$ cat config.mk
export PLATFORM = sky130hd
export DESIGN_NAME = dsp48a1_mac_sequencer
export DESIGN_NICKNAME = d
export VERILOG_FILES = /design/src/rtl/dsp48a1_mac_sequencer.sv
export SDC_FILE = /design/constraint.sdc
export NUM_CORES = 1
export LEC_CHECK = 0
export CAP_MARGIN = 5
export CORE_UTILIZATION = 39
export DETAILED_ROUTE_END_ITERATION = 10
export HOLD_SLACK_MARGIN = 0.05
export PLACE_DENSITY = 0.81
export SETUP_SLACK_MARGIN = 0.15
export SYNTH_ARGS = -nofsm -noshare
export SYNTH_HDL_FRONTEND = slang
export SYNTH_SLANG_ARGS = --single-unit
$ cat constraint.sdc
create_clock -name clk -period 3 [get_ports clk]
set_clock_uncertainty 0.1 [all_clocks]
set_input_delay 0.6 -clock clk [delete_from_list [all_inputs] [get_ports clk]]
set_output_delay 0.6 -clock clk [all_outputs]
set_load 0.005 [all_outputs]
$ cat src/rtl/dsp48a1_mac_sequencer.sv
// Operand sequencer for one DSP48A1 slice used as a multiply-accumulate engine.
// Issues A/B/C/OPMODE per frame tap and captures P once the frame's last product has landed.
module dsp48a1_mac_sequencer #(
    parameter int N_TAPS     = 4,
    parameter int PIPE_LAT   = 3,
    parameter int OPMODE_DLY = 1
) (
    input  logic        clk,
    input  logic        rst_n,
    input  logic        clr,
    input  logic        in_valid,
    output logic        in_ready,
    input  logic [17:0] in_a,
    input  logic [17:0] in_b,
    input  logic [47:0] in_c,
    output logic [17:0] dsp_a,
    output logic [17:0] dsp_b,
    output logic [47:0] dsp_c,
    output logic [7:0]  dsp_opmode,
    input  logic [47:0] dsp_p,
    output logic        out_valid,
    input  logic        out_ready,
    output logic [47:0] out_data
);

    localparam int              TW      = (N_TAPS > 1) ? $clog2(N_TAPS) : 1;
    localparam logic [TW-1:0]   LAST    = TW'(N_TAPS - 1);
    localparam logic [7:0]      OP_TAP0 = 8'h0D;
    localparam logic [7:0]      OP_ACC  = 8'h09;

    logic [TW-1:0]     tap_cnt;
    logic [PIPE_LAT:0] tag_p;
    logic [7:0]        op_p [OPMODE_DLY+1];
    logic              is_last;
    logic              accept;

    always_comb begin
        is_last  = (tap_cnt == LAST);
        in_ready = !is_last || ((tag_p == '0) && (!out_valid || out_ready));
        accept   = in_valid && in_ready && !clr;
    end

    assign dsp_opmode = op_p[OPMODE_DLY];

    // Stage p0: operand issue to slice A1/B1/C inputs; opcode enters the OPMODE delay line
    always_ff @(posedge clk or negedge rst_n) begin
        if (!rst_n) begin
            dsp_a <= '0;
            dsp_b <= '0;
            dsp_c <= '0;
            // Output stage resets to 0x00 (clears P); inner stages hold idle so 0x09 appears on the first edge
            for (int i = 0; i <= OPMODE_DLY; i++)
                op_p[i] <= (i == OPMODE_DLY) ? 8'h00 : OP_ACC;
        end else begin
            dsp_a <= accept ? in_a : '0;
            dsp_b <= accept ? in_b : '0;
            if (accept && (tap_cnt == '0))
                dsp_c <= in_c;
            op_p[0] <= (accept && (tap_cnt == '0)) ? OP_TAP0 : OP_ACC;
            for (int i = 1; i <= OPMODE_DLY; i++)
                op_p[i] <= op_p[i-1];
        end
    end

    // Stage p1..pN: last-tap tag rides alongside the slice pipeline; capture P when it exits
    always_ff @(posedge clk or negedge rst_n) begin
        if (!rst_n) begin
            tap_cnt   <= '0;
            tag_p     <= '0;
            out_valid <= 1'b0;
            out_data  <= '0;
        end else if (clr) begin
            tap_cnt   <= '0;
            tag_p     <= '0;
            out_valid <= 1'b0;
        end else begin
            if (accept)
                tap_cnt <= is_last ? '0 : tap_cnt + TW'(1);
            tag_p <= {tag_p[PIPE_LAT-1:0], accept && is_last};
            if (tag_p[PIPE_LAT]) begin
                out_data  <= dsp_p;
                out_valid <= 1'b1;
            end else if (out_ready) begin
                out_valid <= 1'b0;
            end
        end
    end

endmodule

==> flow_metrics.env <==
export IMPL_final_common_cell="clkdlybuf4s50_1"
export IMPL_final_net_count=745
export IMPL_holdWs_ps=64.0
export IMPL_n_fill_cell=906
export IMPL_htree_levels=4
export IMPL_grt_use_total_pct=19.3
export IMPL_die_h_um=118
export IMPL_period_share_pct=90.3
export IMPL_yosysWarnings=0
export IMPL_critPathMaxFanout=3
export IMPL_clock_sinks=142
export IMPL_critPathKind="input port to primary output"
export IMPL_final_area_sq_um=8750
export IMPL_drive_gt1_share_pct=22.1
export IMPL_utilization_pct=68.0
export IMPL_insertion_delay_ps=410
export IMPL_max_slew_margin_pct=59.3
export IMPL_hp_class="input port to asynchronous set/reset pin"
export IMPL_wirelength_mm=12.6
export IMPL_dp_slack_ps=224
export IMPL_cap_violations=0
export IMPL_rsz0062_at_grt="no"
export IMPL_synth_seq_cells=142
export IMPL_worst_slack_ps=292
export IMPL_avgRoutedWirePerCell_um=16.0
export IMPL_grt_pass1_vias=3923
export IMPL_synthAdderAreaFrac_pct=0.478
export IMPL_finalPower_mw=5.24
export IMPL_drt_iter0_drc=96
export IMPL_cts_buffers=17
export IMPL_ff_latch_area_sq_um=3550
export IMPL_cts_root_buf="clkbuf_16"
export IMPL_synth_cells=326
export IMPL_stdcell_count=791
export IMPL_drtAntennaViolNets=0
export IMPL_start_util_pct=40.7
export IMPL_placed_area_sq_um=8160
export IMPL_crit_chain="clkdlybuf4s50_1 > nor2b_1 > nor2_1 > nand2_1 > nand2_1 > clkdlybuf4s50_1"
export IMPL_core_rowCount=41
export IMPL_boundaryPins=279
export IMPL_fp_dieW_um=118
export IMPL_power_density_nw_per_um2=599
export IMPL_ys_types=26
export IMPL_grt_pass1_wl_mm=20.5
export IMPL_post_cts_resized=0
export IMPL_drc=0
export IMPL_synth_top_family_by_area="multiplexers"
export IMPL_slowest_stage="clkdlybuf4s50_1"
export IMPL_synth_xor_area_share_pct=0
export IMPL_worst_slew_pin_slew_ps=611
export IMPL_ff2ff_setup_slack_ps=860
export IMPL_reg2reg_to="dsp_c[43]$_DFFE_PN0P_"
export IMPL_critical_path_top_delay_family="buffers and inverters"
export IMPL_multiInputGateArea_sq_um=1560
export IMPL_synth_top_area_share_pct=67.8
export IMPL_finalSetupTns_ps=0
export IMPL_worstPathRequired_ps=2300
export IMPL_yosys_area_share_simple_pct=6.35
export IMPL_synthMuxAreaShare_pct=21.5
export IMPL_syn_to_final_growth_pct=67.1
export IMPL_clkTransAtPathRegs_ps=50
export IMPL_worst_ep_arrival_time_ps=2010
export IMPL_cts_tree="yes"
export IMPL_n_antenna_cell=0
export IMPL_synthTopCellsByArea="dfrtp_1 68%, mux2_2 19%, and2_1 4.3%"
export IMPL_synth_avg_cell_area_sq_um=16.1
export IMPL_p_leak_nw=3.91
export IMPL_start_kind="input port"
export IMPL_fmax_ghz=0.369
export IMPL_min_period_ps=2710
export IMPL_crit_buf_inv=2
export IMPL_yosys_area_top_type="dfrtp_1"
export IMPL_cts_hold_buffers=0
export IMPL_first_pass_iters=4
export IMPL_grt_start_max_net_pins=67
export IMPL_finalMaxSlewViolations=0
export IMPL_core_sq_um=12900
export IMPL_globalRouteOverflowTotal=0
export IMPL_setup_viol=0
export IMPL_ir_worst_vdd_mv=0.357
export IMPL_gp_congestion=0.759
export IMPL_finalHoldViolations=0
export IMPL_status="complete, no violations"
export IMPL_mostFrequentLayoutCells="272 x clkdlybuf4s50_1, 142 x dfrtp_1, 87 x mux2_2, 36 x and2_1, 17 x clkbuf_16"
export IMPL_die_area_sq_um=13900
export IMPL_grt_antenna_before_repair=0
export IMPL_postCtsSetupRepairBufs=0
export IMPL_cp_end_kind="primary output"
export IMPL_dp_cells=759
export IMPL_netlist_area_sq_um=5240
export IMPL_port_buffers=273
export IMPL_via_per_inst=4.57
export IMPL_vias=3614
export IMPL_reg2reg_depth=5
export IMPL_synth_compound_area_share_pct=0.836
export IMPL_clockBufferDepth=2
export IMPL_r2r_start="tag_p[2]$_DFF_PN0_"
export IMPL_hpwl_mm=9.47
export IMPL_slowest_delay_ps=450
export IMPL_yosysSeqAreaShare_pct=67.8
## sequential cells by signal (all words and copies together), names as in the netlist
register,flops
out_data,48
dsp_c,48
tag_p,4
dsp_a,18
op_p,1
out_valid,1
dsp_opmode,2
tap_cnt,2
dsp_b,18
## cell usage after synthesis
cell type and instances:
ha_1 2, or3b_2 1, mux2_2 87, inv_1 5
nor2_1 3, or4_1 1, and2_1 36, o32ai_1 1
nor3_1 1, o41ai_4 1, dfrtp_1 142, buf_1 5
nand2_1 2, mux2i_1 1, or4b_2 1, o31ai_1 1
mux2_4 9, nor2b_1 5, buf_2 3, buf_6 2
clkbuf_1 4, nand2_2 1, or4b_4 1, conb_1 2
buf_4 8, nor4_1 1
## worst register-to-register path, cell delays in order, from the launching register on
cell and delay, ps:
dfrtp_1 410, or4b_4 560, o41ai_4 280, nand2_2 120
buf_12 210, mux2_4 350
## cell families (layout without fill, tap and decap cells)
kind of cell,after synthesis,after routing
buf+inv,27,316
compound gates,3,3
mux,97,97
fa+ha+maj,2,2
simple gates,53,53
flops,142,142
other cells,2,6
## cell type report
class / instances / share of cell area (%)
Clock buffer: 26 / 5.82
Inverter: 5 / 0.215
Clock inverter: 6 / 0.915
Sequential cell: 142 / 40.6
Timing Repair Buffer: 279 / 32.2
Tap cell: 172 / 2.46
Multi-Input combinational cell: 161 / 17.8
## worst max-delay path by stage
stage,endpoint,cells after the start,start,slack [ps]
after global placement,dsp_c[46]$_DFFE_PN0P_,6,in_valid,280
after CTS,in_ready,6,out_ready,270
final,in_ready,6,out_ready,290
after global routing,in_ready,6,out_ready,160
after floorplan,dsp_c[38]$_DFFE_PN0P_,6,clr,590
after detailed placement,dsp_c[46]$_DFFE_PN0P_,6,in_valid,220
## metal layers
layer  global-route usage (%)  share of wire, %
met1                     20.8                37
met2                     32.2                50
met3                     7.56               8.9
met4                     11.1               3.8
met5                        0                 0
## power by group
part / leakage [nW] / internal, mW / switching, mW / total [mW]
combinational: 1.78 / 0.681 / 0.284 / 0.966
clock: 0.294 / 1.33 / 0.726 / 2.06
sequential: 1.83 / 2.12 / 0.101 / 2.22
total: 3.91 / 4.13 / 1.11 / 5.25
(Power assumes the default switching activity.)
